**src/rtl/edf_queue_scheduler.sv**
```systemverilog
// Earliest-deadline-first arbiter: picks the non-empty queue with the least remaining countdown and
// presents its head two cycles after it is seen; the selected entry is held in ISSUE until out_ready.
module edf_queue_scheduler #(
    parameter int NUM_QUEUES    = 4,
    parameter int DATA_SIZE     = 8,
    parameter int REGISTER_SIZE = 32,
    localparam int ID_W         = $clog2(NUM_QUEUES)
) (
    input  logic                                clock,
    input  logic                                reset,
    input  logic                                enable,
    input  logic [NUM_QUEUES*REGISTER_SIZE-1:0] period,
    input  logic [NUM_QUEUES-1:0]               queue_empty,
    input  logic [NUM_QUEUES*DATA_SIZE-1:0]     queue_data,
    output logic [NUM_QUEUES-1:0]               queue_consumed,
    output logic [DATA_SIZE-1:0]                out_data,
    output logic [ID_W-1:0]                     out_queue_id,
    output logic                                out_valid,
    input  logic                                out_ready,
    output logic [NUM_QUEUES-1:0]               deadline_miss
);

    typedef enum logic [1:0] {IDLE, SELECT, ISSUE} state_t;

    state_t                   state_q, state_d;
    logic [REGISTER_SIZE-1:0] countdown_q [NUM_QUEUES];
    logic [REGISTER_SIZE-1:0] countdown_d [NUM_QUEUES];
    logic [NUM_QUEUES-1:0]    miss_q, miss_d;
    logic [DATA_SIZE-1:0]     data_q, data_d;
    logic [ID_W-1:0]          id_q, id_d;

    logic [REGISTER_SIZE-1:0] per_w  [NUM_QUEUES];
    logic [REGISTER_SIZE-1:0] key_w  [NUM_QUEUES];
    logic [DATA_SIZE-1:0]     head_w [NUM_QUEUES];
    logic                     hs;
    logic                     win_vld;
    logic [ID_W-1:0]          win_id;
    logic [REGISTER_SIZE-1:0] win_key;

    // Best-effort queues (period 0) compete with an all-ones key so they lose to any finite deadline.
    always_comb begin
        for (int i = 0; i < NUM_QUEUES; i++) begin
            per_w[i]  = period[i*REGISTER_SIZE +: REGISTER_SIZE];
            head_w[i] = queue_data[i*DATA_SIZE +: DATA_SIZE];
            key_w[i]  = (per_w[i] != '0) ? countdown_q[i] : '1;
        end
    end

    // Strict less-than keeps the lowest index on ties.
    always_comb begin
        win_vld = 1'b0;
        win_id  = '0;
        win_key = '1;
        for (int i = 0; i < NUM_QUEUES; i++) begin
            if (!queue_empty[i] && (!win_vld || key_w[i] < win_key)) begin
                win_vld = 1'b1;
                win_id  = ID_W'(i);
                win_key = key_w[i];
            end
        end
    end

    assign hs = (state_q == ISSUE) && out_ready && !reset;

    always_comb begin
        queue_consumed = '0;
        if (hs) begin
            queue_consumed[id_q] = 1'b1;
        end
    end

    always_comb begin
        miss_d = miss_q;
        for (int i = 0; i < NUM_QUEUES; i++) begin
            if (queue_empty[i] || per_w[i] == '0 || (hs && id_q == ID_W'(i))) begin
                countdown_d[i] = per_w[i];
            end else if (countdown_q[i] != '0) begin
                countdown_d[i] = countdown_q[i] - 1'b1;
            end else begin
                countdown_d[i] = '0;
            end
            if (!queue_empty[i] && per_w[i] != '0 && countdown_q[i] == '0) begin
                miss_d[i] = 1'b1;
            end
        end
    end

    always_comb begin
        state_d = state_q;
        id_d    = id_q;
        data_d  = data_q;
        case (state_q)
            IDLE: begin
                if (enable && |(~queue_empty)) begin
                    state_d = SELECT;
                end
            end
            SELECT: begin
                // A queue drained between IDLE and SELECT leaves nothing to issue.
                if (win_vld) begin
                    id_d    = win_id;
                    data_d  = head_w[win_id];
                    state_d = ISSUE;
                end else begin
                    state_d = IDLE;
                end
            end
            ISSUE: begin
                if (out_ready) begin
                    state_d = IDLE;
                end
            end
            default: state_d = IDLE;
        endcase
    end

    always_ff @(posedge clock) begin
        if (reset) begin
            state_q <= IDLE;
            id_q    <= '0;
            data_q  <= '0;
            miss_q  <= '0;
            for (int i = 0; i < NUM_QUEUES; i++) begin
                countdown_q[i] <= per_w[i];
            end
        end else begin
            state_q <= state_d;
            id_q    <= id_d;
            data_q  <= data_d;
            miss_q  <= miss_d;
            for (int i = 0; i < NUM_QUEUES; i++) begin
                countdown_q[i] <= countdown_d[i];
            end
        end
    end

    assign out_valid     = (state_q == ISSUE);
    assign out_data      = data_q;
    assign out_queue_id  = id_q;
    assign deadline_miss = miss_q;

endmodule

```
**config.mk**
```make
export PLATFORM = sky130hd
export DESIGN_NAME = edf_queue_scheduler
export DESIGN_NICKNAME = d
export VERILOG_FILES = /design/src/rtl/edf_queue_scheduler.sv
export SDC_FILE = /design/constraint.sdc
export NUM_CORES = 1
export LEC_CHECK = 0
export CAP_MARGIN = 30
export CELL_PAD_IN_SITES_DETAIL_PLACEMENT = 1
export CELL_PAD_IN_SITES_GLOBAL_PLACEMENT = 2
export CORE_MARGIN = 2
export CORE_UTILIZATION = 30
export CTS_CLUSTER_SIZE = 16
export DETAILED_ROUTE_END_ITERATION = 8
export GPL_TIMING_DRIVEN = 1
export HOLD_SLACK_MARGIN = 0.02
export PLACE_DENSITY = 0.81
export SKIP_CTS_REPAIR_TIMING = 1
export SLEW_MARGIN = 20
export SYNTH_ARGS = -nofsm -noshare
export SYNTH_HDL_FRONTEND = slang
export SYNTH_SLANG_ARGS = --single-unit
```
**constraint.sdc**
```tcl
create_clock -name clock -period 13.9 [get_ports clock]
set_input_delay 1.39 -clock clock [delete_from_list [all_inputs] [get_ports clock]]
set_output_delay 1.39 -clock clock [all_outputs]
set_load 0.1 [all_outputs]
```
# == Word level (Yosys, flattened, before mapping) ==
# Memory sizes are Yosys's and may differ from the RTL's.
# Cells that the tools add are included.
# op_classes
n_addsub,4
reduce_logical,58
n_mux,39
n_lt_le_gt_ge,6
n_eq_ne,7
bitwise,6
# op_table
operator,count
32-bit two-way mux,19
32-bit zero test,8
32-bit nonzero test,8
"32-bit by 1-bit subtractor with 32-bit output, second input constant",4
32-bit < comparator,3
1-bit logical AND,19
8-bit binary-select mux with 2-bit select,1
8-bit two-way mux,2
1-bit logical OR,11
2-bit two-way mux,5
1-bit two-way mux,9
1-bit zero test,7
"2-bit equality test, second input constant",3
2-bit one-hot mux with 3 select lines,1
"2-bit by 1-bit equality test with 1-bit output, second input constant",2
2-bit zero test,2
4-bit two-way mux,1
4-bit inverter,1
1-bit OR,4
2-bit AND reduction,2
4-bit OR reduction,1
"3-bit >= comparator, second input constant",1
"2-bit by 3-bit < comparator with 1-bit output, second input constant",1
2-bit inverter with 3-bit output,1
4 further kinds,4
# totals
word_cells,128
mem_count,1
in_bits,168
ramBits,128
reg_bits,16
# memory_table
memory,depth,word_bits,read_ports,rd_ports_with_merged_regs,wr,line_no,rtl
countdown_q,4,32,4,0,4,26,logic [REGISTER_SIZE-1:0] countdown_q [NUM_QUEUES];

# == Longest topological paths before layout ==
# logic_depth
depth_word,19
ltp_mapped,41
mapped_depth_nobuf,35

# == Worst setup path before layout ==
# Ideal clock, no wire load.
# synth_path
path_type,input-to-reg
from,input port period[16]
to,register data_q[6] (netlist: out_data[6])
slack_ns,4.928
arrival_time_ns,8.834
path_buffers,6
required_ns,13.762
path_stages,41
setup_time_ns,0.138
cell_sequence,nor4_1 nand4_1 o21bai_1 clkbuf_1 nor2_1 ha_1 a2111oi_0 o21ai_0 a221oi_1 nor2_1 or4_1 buf_2 buf_2 buf_2 nand2_1 o21ai_0 ha_1 a21oi_1 (+5 left out) nor2_1 o31a_1 buf_2 clkbuf_1 nor2_1 a21oi_1 ha_1 a21o_1 a21o_1 a21o_1 a21oi_1 o21ai_0 a41o_1 a211o_1 nor3_1 a221oi_2 nand2_1 o221ai_1
# synth_via
elab_chain_len,19
elab_cells_between_ends,27
classes_between,order compare (3); mux (13); bitwise (1); reduce/logical (10)
# synth_lines
element,line_no,rtl
start: declaration,12,"input logic [NUM_QUEUES*REGISTER_SIZE-1:0] period,"
32-bit nonzero test *,45,key_w[i] = (per_w[i] != '0) ? countdown_q[i] : '1;
32-bit two-way mux *,45,
32-bit two-way mux *,55,if (!queue_empty[i] && (!win_vld || key_w[i] < win_key)) begin
32-bit < comparator,55,
1-bit logical OR,55,
1-bit logical AND,55,
32-bit two-way mux or 1-bit two-way mux (tied branches),55,
32-bit < comparator or 1-bit zero test (tied branches),55,
(+2 left out),--,
32-bit two-way mux or 1-bit two-way mux (tied branches),55,
32-bit < comparator or 1-bit zero test (tied branches),55,
1-bit logical OR,55,
1-bit logical AND,55,
2-bit two-way mux,55,
2-bit inverter with 3-bit output (implied by the code),102,data_d = head_w[win_id];
8-bit binary-select mux with 2-bit select,102,
8-bit two-way mux (implied by the code) (2 in series),102,
end signal: assignment,129,data_q <= data_d;
end: declaration,29,"logic [DATA_SIZE-1:0] data_q, data_d;"
# Mark *: on every way between the ends. The rest lies on a longest branch, timed or not. The select of a mux whose other input is x is not followed.
# A chain may end at the register's enable or synchronous reset.

# == Final worst setup path ==
# layout_path
from,input port period[57]
to,register data_q[2] (netlist: out_data[2])
# layout_via
elab_chain_len,18
elab_cells_between_ends,26
classes_between,order compare (3); mux (12); bitwise (1); reduce/logical (10)
# layout_lines
element,line_no
32-bit nonzero test *,45
32-bit two-way mux *,45
32-bit < comparator,55
1-bit logical OR,55
1-bit logical AND,55
32-bit two-way mux or 1-bit two-way mux (tied branches),55
32-bit < comparator or 1-bit zero test (tied branches),55
1-bit logical OR,55
1-bit logical AND,55
32-bit two-way mux or 1-bit two-way mux (tied branches),55
32-bit < comparator or 1-bit zero test (tied branches),55
1-bit logical OR,55
1-bit logical AND,55
2-bit two-way mux,55
2-bit inverter with 3-bit output (implied by the code),102
8-bit binary-select mux with 2-bit select,102
8-bit two-way mux (implied by the code) (2 in series),102
# Marks and branches as above.

==> run_results.csv <==
group,metric,value,unit
cells_and_area,final_net_count,1893,
place,io_buffers,186,
power_and_ir_drop,power_density,99.0,nW/um^2
sta,worst_pin_slew,1020,ps
floorplan,dieHeight,197,um
setup_path,required,14270,ps
power_and_ir_drop,p_int,0.905,mW
power_and_ir_drop,leakagePower,5.52,nW
sta,period_share,81.6,%
logic_synthesis,syn_avg_cell_area,7.53,um^2
logic_synthesis,netlist_top_cells_area,"dfxtp_1 26%, ha_1 11%, nand2_1 8.0%, o31ai_1 7.1%, xnor2_1 6.2%",
run,drv_cap,0,
routing,via_per_inst,5.26,
routing,drt_wl_total,39.4,mm
clock_network,root_buffer,"clkbuf_16",
sta,setup_ws,2560,ps
hold_path,hold_path.class,"reg -> reg",
cells_and_area,finalCoreUtilization,38.4,%
outcome,status,"finished clean",
routing,dr.first_iter.drc_count,378,
logic_synthesis,ys_types,67,
setup_path,cp_common_cell,"nor2_1",
sta,skew,13.4,ps
power_and_ir_drop,clockPowerShare,33.6,%
logic_synthesis,synth_top_cells_by_count,"238 x nand2_1, 144 x dfxtp_1, 143 x nor2_1",
power_and_ir_drop,power_frac_seq,36.2,%
place,post-place-cells,2077,
cells_and_area,fin_area,14100,um^2
power_and_ir_drop,combPwrFrac,30.3,%
power_and_ir_drop,sw_frac_of_total,34.9,%
logic_synthesis,synth-seq-cells,144,
sta,setup_viol,0,
sta,relSlewSlack,32.0,%
clock_network,insertion_delay,460,ps
global_route,grt_pass1_vias,11400,
logic_synthesis,yosysMostFrequentCell,"nand2_1",
setup_path,crit_path_start_kind,"primary input",
routing,via_count,11100,
logic_synthesis,async_flop_share,0,%
logic_synthesis,synth.yosys.seq_area_share,25.8,%
global_route,grt_max_degree,64,
setup_path,slowest_delay,920,ps
logic_synthesis,synth_fp_nets,1745,
place,dp_slack,2100,ps
clock_network,cts_tree,"done",
sta,period_needed,11340,ps
floorplan,boundaryPins,187,
floorplan,die-area,38700,um^2
setup_path,path_class,"in -> reg",
setup_path,crit_fanout,40,
logic_synthesis,yosysTopAreaCell,"dfxtp_1",
global_route,grtUsageTotal,20.6,%
logic_synthesis,synth-edff-count,0,
logic_synthesis,synth_top_flop_cell,"dfxtp_1",
power_and_ir_drop,p_switching,0.486,mW
routing,post_drt_wl_per_cell,18.7,um
setup_path,worst_path_max_delay_cell,"or4_2",
sta,finalSetupTns,0,ps
global_route,grt_pass1_wl,62.7,mm
sta,slew_violations,0,
global_route,antenna_found_initial,0,
setup_path,critPathCaptureType,"register",
place,dpl_cell_area,13500,um^2
cells_and_area,syn2layout_area_growth,26.0,%
place,hpwl,31.9,mm
sta,rsz0062_at_grt,"no",
clock_network,clkTransAtPathRegs,60,ps
floorplan,core,36600,um^2
floorplan,placement_rows,70,
power_and_ir_drop,finalPower,1.39,mW
cells_and_area,stdcell_count,2110,
global_route,grt-ovfl-total,0,
clock_network,htree_num_levels,4,
floorplan,fp.dieW,197,um
clock_network,clk_path_buf_depth,2,
setup_path,crit_arrival,11710,ps
routing,drc,0,
cells_and_area,n_antenna_cell,0,
logic_synthesis,yosys_warnings,0,
power_and_ir_drop,max-vdd-ir-drop,0.0765,mV
sta,hold-worst-slack,469,ps
sta,hold_viol,0,
routing,firstDrtPassIters,4,
logic_synthesis,syn_area,11200,um^2
clock_network,cts_buffers,17,
logic_synthesis,netlist.area_leader.share,25.8,%
place,gp_congestion,0.844,
clock_network,cts_sinks,144,
floorplan,initial_utilization,30.5,%
logic_synthesis,netlist_instances,1481,
routing,drtAntennaViolNets,0,
cells_and_area,drive_gt1_share,10.6,%
sta,fmax,88.2,MHz
-- per-layer routing --
| metal | up-vias | GRT usage [%] | share of wire, % |
|---|---|---|---|
| met4 | 0 | 6.15 | 2.0 |
| met5 | - | 0 | 0 |
| met2 | 153 | 34.9 | 47 |
| met1 | 5300 | 26.9 | 47 |
| met3 | 37 | 3.42 | 3.2 |
| li1 | 5618 | - | - |
-- worst paths after layout --
check / cells past startpoint / to / start / slack (ps)
setup / recovery: 34 / out_data[2]$_SDFFE_PP0P_ / period[57] / 2560
hold / removal: 2 / deadline_miss[1]$_SDFFE_PP0P_ / deadline_miss[1]$_SDFFE_PP0P_ / 470
setup reg to reg: 30 / out_data[2]$_SDFFE_PP0P_ / countdown_q[1][11]$_DFF_P_ / 4750
hold reg to reg: 2 / deadline_miss[1]$_SDFFE_PP0P_ / deadline_miss[1]$_SDFFE_PP0P_ / 470
-- final cells by class --
type	instances	area [um^2]
clock buffers	19	443
clock inverters	13	139
fillers	4482	22600
inverters	19	71.3
multi-input cells	1246	7920
flip-flops and latches	144	2880
well taps	468	586
repair buffers	201	2010
-- worst max-delay path: cells and delay by family --
family / cells / cell delay, ps
buffers and inverters: 2 / 800
adders and majority gates: 3 / 810
and+or+nand+nor: 16 / 4220
AOI/OAI and AO/OA: 13 / 4450
-- cell families after synthesis --
family | count (synthesis) | share of synthesized area, %
XOR/XNOR | 107 | 8.40
AO/OA/AOI/OAI | 335 | 19.3
adder cells (fa/ha/maj) | 96 | 10.8
flip-flops | 144 | 25.8
multiplexers | 13 | 1.27
buffers and inverters | 91 | 3.32
AND/OR/NAND/NOR | 695 | 31.1
-- registers in the layout, summed over array words and instances (netlist names) --
name and cells:
out_queue_id 2, state_q 2, deadline_miss 4, countdown_q 128, out_data 8
-- cells in the final DEF, fill, tap and decap left out, types with 4 or more instances in the layout --
cell	netlist	routed
nand2_1	238	236
or3_1	12	12
a31oi_1	6	6
xnor2_1	79	79
mux2i_1	4	4
nand3_1	14	14
ha_1	96	96
a21oi_1	72	72
buf_4	4	12
nor4_1	62	62
nand4_1	21	21
inv_1	19	19
clkbuf_16	0	17
clkinvlp_4	0	5
o221ai_1	8	8
o31ai_1	105	105
mux2_2	9	9
nand2b_1	11	11
clkdlybuf4s50_1	0	186
o21ai_1	4	4
a22o_1	6	6
nor3_1	42	42
or2_2	92	92
nor2b_1	8	8
nor2_1	143	140
dfxtp_1	144	144
a211oi_1	9	9
or4_1	15	13
a21o_1	16	16
o21ai_0	85	85
xor2_1	28	28
-- power groups by stage --
stage / Combinational, mW / Clock [mW] / Sequential [mW]
6_report: 0.421 / 0.467 / 0.503
5_1_grt: 0.471 / 0.497 / 0.510
4_1_cts: 0.423 / 0.480 / 0.503
3_5_place_dp: 0.420 / 0 / 0.512
3_3_place_gp: 0.410 / 0 / 0.511
2_1_floorplan: 0.248 / 0 / 0.520
Note: power is estimated with default switching activity, not from simulation.
